`config.mk`:
```
export PLATFORM = sky130hd
export DESIGN_NAME = smss_pow_engine
export DESIGN_NICKNAME = d
export VERILOG_FILES = /design/src/rtl/smss_pow_engine.sv
export SDC_FILE = /design/constraint.sdc
export NUM_CORES = 1
export LEC_CHECK = 0
export ABC_AREA = 0
export ABC_CLOCK_PERIOD_IN_PS = 2930
export BUFFER_PORTS_ARGS = -buffer_cell sky130_fd_sc_hd__buf_2
export CORE_ASPECT_RATIO = 2
export CORE_UTILIZATION = 30
export CTS_CLUSTER_SIZE = 16
export DETAILED_ROUTE_END_ITERATION = 8
export HOLD_SLACK_MARGIN = 0.03
export MAX_ROUTING_LAYER = met4
export PLACE_DENSITY_LB_ADDON = 0.3
export SLEW_MARGIN = 20
export SYNTH_ARGS = -nofsm -noshare
export SYNTH_HDL_FRONTEND = slang
export SYNTH_SLANG_ARGS = --single-unit
```
`constraint.sdc`:
```
create_clock -name clk -period 2.93 [get_ports clk]
set_input_delay 0.7325 -clock clk [delete_from_list [all_inputs] [get_ports clk]]
set_output_delay 0.7325 -clock clk [all_outputs]
set_load 0.05 [all_outputs]
```
`src/rtl/smss_pow_engine.sv`:
```
// Multi-lane GF(2^6) exponentiation engine, y = x^e per lane, field z^6+z+1.
// Left-to-right square-and-multiply: one squaring plus one conditional multiply per cycle.
module smss_pow_engine #(
  parameter int LANES = 4,
  parameter int EXP_W = 6
) (
  input  logic                 clk,
  input  logic                 rst_n,
  input  logic                 in_valid,
  output logic                 in_ready,
  input  logic [6*LANES-1:0]   x_in,
  input  logic [EXP_W-1:0]     e_in,
  output logic                 out_valid,
  input  logic                 out_ready,
  output logic [6*LANES-1:0]   y_out,
  output logic                 busy
);

  localparam int CNT_W = (EXP_W > 1) ? $clog2(EXP_W) : 1;
  localparam logic [CNT_W-1:0] CNT_LAST = CNT_W'(EXP_W - 1);
  localparam int DW = 6 * LANES;

  typedef enum logic [1:0] {
    S_IDLE = 2'd0,
    S_RUN  = 2'd1,
    S_DONE = 2'd2
  } state_t;

  function automatic logic [5:0] gf_xtime(input logic [5:0] a);
    return {a[4:0], 1'b0} ^ (a[5] ? 6'h03 : 6'h00);
  endfunction

  // Horner evaluation over the bits of b, MSB first.
  function automatic logic [5:0] gf_mul(input logic [5:0] a, input logic [5:0] b);
    logic [5:0] p;
    p = 6'h00;
    for (int i = 5; i >= 0; i--) begin
      p = gf_xtime(p) ^ (b[i] ? a : 6'h00);
    end
    return p;
  endfunction

  function automatic logic [5:0] lane_step(input logic [5:0] acc, input logic [5:0] x,
                                           input logic b);
    logic [5:0] sq;
    sq = gf_mul(acc, acc);
    return b ? gf_mul(sq, x) : sq;
  endfunction

  state_t           state_q, state_d;
  logic [DW-1:0]    xr_q, xr_d;
  logic [EXP_W-1:0] er_q, er_d;
  logic [DW-1:0]    acc_q, acc_d;
  logic [CNT_W-1:0] cnt_q, cnt_d;
  logic             in_ready_q, in_ready_d;
  logic             out_valid_q, out_valid_d;
  logic [DW-1:0]    y_q, y_d;
  logic             busy_q, busy_d;
  logic [DW-1:0]    acc_step_s;

  // One square-and-multiply step for every lane; er_q MSB is the current exponent bit.
  always_comb begin
    acc_step_s = {DW{1'b0}};
    for (int i = 0; i < LANES; i++) begin
      acc_step_s[6*i +: 6] = lane_step(acc_q[6*i +: 6], xr_q[6*i +: 6], er_q[EXP_W-1]);
    end
  end

  // Next-state and registered-output logic.
  always_comb begin
    state_d     = state_q;
    xr_d        = xr_q;
    er_d        = er_q;
    acc_d       = acc_q;
    cnt_d       = cnt_q;
    y_d         = y_q;
    case (state_q)
      S_IDLE: begin
        if (in_valid && in_ready_q) begin
          xr_d    = x_in;
          er_d    = e_in;
          acc_d   = {LANES{6'h01}};
          cnt_d   = {CNT_W{1'b0}};
          state_d = S_RUN;
        end else begin
          state_d = S_IDLE;
        end
      end
      S_RUN: begin
        acc_d = acc_step_s;
        er_d  = er_q << 1;
        if (cnt_q == CNT_LAST) begin
          cnt_d   = {CNT_W{1'b0}};
          y_d     = acc_step_s;
          state_d = S_DONE;
        end else begin
          cnt_d   = cnt_q + CNT_W'(1);
          state_d = S_RUN;
        end
      end
      S_DONE: begin
        if (out_ready) begin
          state_d = S_IDLE;
        end else begin
          state_d = S_DONE;
        end
      end
      default: begin
        state_d = S_IDLE;
      end
    endcase
    in_ready_d  = (state_d == S_IDLE);
    out_valid_d = (state_d == S_DONE);
    busy_d      = (state_d == S_RUN) || (state_d == S_DONE);
  end

  // State and output registers; reset wins over any handshake on the same edge.
  always_ff @(posedge clk) begin
    if (!rst_n) begin
      state_q     <= S_IDLE;
      xr_q        <= {DW{1'b0}};
      er_q        <= {EXP_W{1'b0}};
      acc_q       <= {DW{1'b0}};
      cnt_q       <= {CNT_W{1'b0}};
      in_ready_q  <= 1'b0;
      out_valid_q <= 1'b0;
      y_q         <= {DW{1'b0}};
      busy_q      <= 1'b0;
    end else begin
      state_q     <= state_d;
      xr_q        <= xr_d;
      er_q        <= er_d;
      acc_q       <= acc_d;
      cnt_q       <= cnt_d;
      in_ready_q  <= in_ready_d;
      out_valid_q <= out_valid_d;
      y_q         <= y_d;
      busy_q      <= busy_d;
    end
  end

  assign in_ready  = in_ready_q;
  assign out_valid = out_valid_q;
  assign y_out     = y_q;
  assign busy      = busy_q;

endmodule

```
* Word level (Yosys, flattened, before mapping) *
Index checks and enable logic that the tools add are counted.

operators by class
  add/subtract/negate cells = 1
  $mul = 0
  divide/modulo/power cells = 0
  $lt $le $gt $ge = 0
  equality and inequality tests = 6
  shift-type cells = 0
  mux-type cells = 103
  bitwise gates (word level) = 80
  reductions and logical operators = 8

operators with widths
  kind                                                 number
  two-way mux 6 bit                                    53
  XOR 6 x 2 -> 6 bit                                   40
  XOR 6 bit                                            40
  two-way mux 2 bit                                    42
  one-hot mux 24 bit (2 select lines)                  1
  two-way mux 24 bit                                   1
  one-hot mux 6 bit (2 select lines)                   1
  two-way mux 3 bit                                    2
  one-hot mux 2 bit (3 select lines)                   1
  one-hot mux 3 bit (2 select lines)                   1
  AND reduction 2 bit                                  3
  equality test 2 x 1 -> 1 bit, second input constant  2
  equality test 2 bit, second input constant           2
  logical NOT 2 bit                                    2
  adder 3 x 1 -> 3 bit, second input constant          1
  equality test 3 bit, second input constant           1
  inequality test 2 bit, second input constant         1
  nonzero test 2 bit                                   1
  logical AND 1 bit                                    1
  logical OR 1 bit                                     1
  two-way mux 1 bit                                    1

word-level totals
  register bits = 86
  latch bits = 0
  bits in writable memories = 0
  ROM bits = 0
  input bits = 34
  output and inout port bits = 27
  memories kept = 0

* Longest topological paths before layout *
  word-level depth = 34
  gate-level depth with buffers = 9

* Worst setup path after synthesis *
OpenSTA, ideal clock, no wires.

  path type = input port to flip-flop
  from = input port in_valid
  to = register busy_q, in the netlist busy
  library setup time = 0.115 ns
  data arrival time = 2.064 ns
  data required time = 2.815 ns
  setup slack = 0.751 ns
  stages on the path = 6
  cell sequence = nand3b_1 > nor2_1 > clkbuf_1 > a21oi_1 > ha_1 > and2_1

on the way
  longest elaborated chain between the ends = 5
  elaborated cells on any way between the ends = 6
  classes of those cells = eq/ne (2); mux (2); reduce/logical (2)

RTL lines
  what                                                                 line  source
  start, declared                                                      9     input logic in_valid,
  logical AND 1 bit (*)                                                79    if (in_valid && in_ready_q) begin
  two-way mux 1 bit (*)                                                79
  one-hot mux 2 bit (3 select lines) (*)                               77    case (state_q)
  equality test 2 x 1 -> 1 bit or equality test 2 bit (tied branches)  114   busy_d = (state_d == S_RUN) || (state_d == S_DONE);
  logical OR 1 bit (*)                                                 114
  via busy_d                                                           58    logic busy_q, busy_d;
  end signal, assigned                                                 138   busy_q <= busy_d;
  end, declared                                                        58

The timed path passes the listed nets; every way through them passes the cells marked *.
A chain may end at the register's enable or synchronous reset.

* Final worst setup path *
  from = register acc_q[23]
  to = register acc_q[23]

on the way
  longest elaborated chain between the ends = 26
  elaborated cells on any way between the ends = 40
  classes of those cells = mux (20); bitwise (20)

RTL lines
  what                                     line  source
  start, declared                          53    logic [DW-1:0] acc_q, acc_d;
  start signal, assigned                   123   acc_q <= {DW{1'b0}};
  two-way mux 6 bit                        38    p = gf_xtime(p) ^ (b[i] ? a : 6'h00);
  two-way mux 2 bit                        30    return {a[4:0], 1'b0} ^ (a[5] ? 6'h03 : 6'h00);
  XOR 6 x 2 -> 6 bit                       30
  XOR 6 bit                                38
  XOR 6 x 2 -> 6 bit                       30
  XOR 6 bit                                38
  XOR 6 x 2 -> 6 bit                       30
  XOR 6 bit                                38
  [... 10 more ...]                        --
  XOR 6 x 2 -> 6 bit                       30
  XOR 6 bit                                38
  XOR 6 x 2 -> 6 bit                       30
  XOR 6 bit                                38
  XOR 6 x 2 -> 6 bit                       30
  XOR 6 bit                                38
  two-way mux 6 bit (*)                    47    return b ? gf_mul(sq, x) : sq;
  one-hot mux 24 bit (2 select lines) (*)  77

Mark *: on every way between the ends. The rest lies on a longest branch, timed or not.

==> flow_summary.ini <==
[die]
die_w_um = 103
start_util_pct = 30.7
io_pins = 61
core_area_sq_mm = 0.0199
row_count = 73
die_area_sq_mm = 0.0210
die_h_um = 204

[cts]
post-cts-setup-buffers = 0
htree_levels = 3
cts-buffers-inserted = 9
cts_resized = 0
cts.root.buffer_cell = clkbuf_16
hold_buffers = 0
clk_pin_slew_ns = 0.06
cts_tree = done
clock_path_buffers = 2
clock_sinks = 86
clk_latency_ns = 0.36

[run]
cap_viol_max_count = 0

[timing]
fmax_mhz = 393
setup_viol = 0
maxSlewHeadroom_pct = 56.1
min_period_ns = 2.55
period_share_pct = 86.9
worst_pin_slew_ns = 0.656
slew_violations = 0
rsz0062_at_grt = false
timing.hold.ws_ns = 0.453
finalClockSkew_ns = 0.00614
hold_viol_final = 0
fin_tns_setup_ns = 0

[power]
power.static_leakage_nw = 2.71
sequentialPowerShare_pct = 46.9
p_total_mw = 2.72
p_sw_share_pct = 26.7
internal_power_mw = 1.99
power.switching_mw = 0.726
powerDensity_mw_per_mm2 = 396
power_frac_comb_pct = 11.2
ir_worst_vdd_mv = 0.302
clkPwrFrac_pct = 41.8

[synth]
synthCells = 751
synth_compound_area_share_pct = 18.7
synth_area_leaders = dfxtp_1, nand2_1, xnor3_1, a21oi_1, xnor2_1
avgSynthCellArea_sq_um = 8.14
synth-simple-area-share_pct = 22.7
syn_nets = 788
synth-edff-count = 0
synth_xor_area_share_pct = 18.1
yosysTopAreaCell = dfxtp_1
ys_types = 63
async_reset_ff_share_pct = 0
synth_top_family_by_area = simple AND/OR/NAND/NOR gates
synth_top_cell_area_share_pct = 28.2
yosysSeqAreaShare_pct = 28.2
synthAdderAreaFrac_pct = 0.614
synthMuxAreaShare_pct = 5.63
ys_ff_latch = 86
syn_area_sq_mm = 0.00611
yosysWarnings = 0
ys.flop_type = dfxtp_1

[worst_setup_path]
required_ns = 3.18
crit_type = register to register
crit_fanout = 15
endpoint_kind = register
worstPathArrival_ns = 2.79
reg2reg_slack_ns = 0.38
start_kind = register

[grt]
grt_pass1_vias = 5199
grt_pass1_wl_um = 26900
grt_max_degree = 37
grt_use_total_pct = 17.5
grt.overflow.total = 0
grt_antenna_before_repair = 0

[status]
status = completed

[route]
vias_per_cell = 5.08
route.detailed.drc = 0
vias = 5266
dr.pass1.iters = 4
wl_per_cell_um = 16.0
ant_nets = 0
drt-initial-drc-count = 177
wl_um = 16600

[finish]
nFillCells = 2177
antenna_cells = 0
seqCellArea_sq_mm = 0.00172
multiInputGateArea_sq_mm = 0.00403
post-route-util_pct = 34.4
nets = 807
area_delta_synth_final_pct = 12.1
drive_above_1_share_pct = 17.4

[placement]
port_buffers = 60
dp_hpwl_um = 12400
gp_congestion = 0.862

[hold_path]
hold_path_class = register to register
cells in the mapped netlist (6+ instances only):
master and number:
xnor3_1 21, mux2i_1 7, nor3b_1 7, dfxtp_1 86
xor2_1 29, mux2_2 22, o21ai_0 36, nor3_1 9
a22oi_1 13, o211ai_1 6, clkbuf_1 34, a21oi_1 57
nand2b_1 10, a21o_1 9, xnor2_1 29, nor4bb_1 12
nor2b_1 14, nor2_1 23, nand4_1 7, inv_1 9
nand2_1 180, a221oi_1 7, nand3_1 18, buf_2 25
placed cells by master, fill, tap and decap left out, types with 13 or more instances in the layout:
cell | Yosys | routed
buf_2 | 25 | 60
buf_4 | 4 | 17
nand3_1 | 18 | 18
nor2b_1 | 14 | 14
xnor3_1 | 21 | 21
dfxtp_1 | 86 | 85
a22oi_1 | 13 | 13
nand2_1 | 180 | 180
xor2_1 | 29 | 29
xnor2_1 | 29 | 29
a21oi_1 | 57 | 57
nor2_1 | 23 | 21
o21ai_0 | 36 | 36
mux2_2 | 22 | 22
metal layers:
metal  track usage (%)  share of wire [%]
met4              9.61                4.3
met5                 -                  0
met1              16.5                 37
met2              32.4                 56
met3              3.15                2.9
per-stage QoR:
stage          cells  setup slack, ns  cell area (sq um)
2_1_floorplan    751            0.751               6110
3_3_place_gp    1021            0.416               6570
3_5_place_dp    1021            0.378               6570
4_1_cts         1037            0.366               6850
5_1_grt         1037            0.177               6850
6_report        1037            0.383               6850
worst max-delay path, cell delays in order, from the launching register on:
cell and delay [ns]:
dfxtp_1 0.71, xor2_1 0.43, nand2_1 0.12, xor2_1 0.26
xnor3_1 0.39, mux2i_1 0.15, a2111oi_0 0.37
sequential cells by signal, summed over array words and instances (netlist names):
| signal | cells |
|---|---|
| xr_q | 24 |
| cnt_q | 3 |
| in_ready | 1 |
| state_q | 2 |
| busy | 1 |
| acc_q | 24 |
| out_valid | 1 |
| er_q | 6 |
| y_out | 24 |
power groups by stage:
| stage | Clock, mW | Sequential, mW | Combinational [mW] |
|---|---|---|---|
| 3_5_place_dp | 0 | 1.30 | 0.307 |
| 5_1_grt | 1.21 | 1.28 | 0.339 |
| 6_report | 1.14 | 1.27 | 0.305 |
| 2_1_floorplan | 0 | 1.25 | 0.241 |
| 4_1_cts | 1.17 | 1.27 | 0.309 |
| 3_3_place_gp | 0 | 1.30 | 0.304 |
cell type report:
type	count	area share, %
multi-input cells	586	58.9
flip-flops and latches	86	25.1
repair buffers	78	6.54
well taps	262	4.78
clock buffers	13	3.51
clock inverters	3	0.657
inverters	9	0.493
cells by family after synthesis:
kind of cell / after synthesis
and+or+nand+nor: 296
AOI/OAI and AO/OA: 171
DFF: 86
xor gates and xnor gates: 85
buffers and inverters: 79
muxes: 31
adders and majority gates: 3
path summary, 6_finish.rpt:
check                               from                      to  cells after the start
hold reg to reg    y_out[0]$_SDFFE_PN0P_   y_out[0]$_SDFFE_PN0P_                      2
setup / recovery  acc_q[23]$_SDFFE_PN0P_  acc_q[23]$_SDFFE_PN0P_                      6
hold / removal     y_out[0]$_SDFFE_PN0P_   y_out[0]$_SDFFE_PN0P_                      2
setup reg to reg  acc_q[23]$_SDFFE_PN0P_  acc_q[23]$_SDFFE_PN0P_                      6
Note: power is estimated with default switching activity, not from simulation.
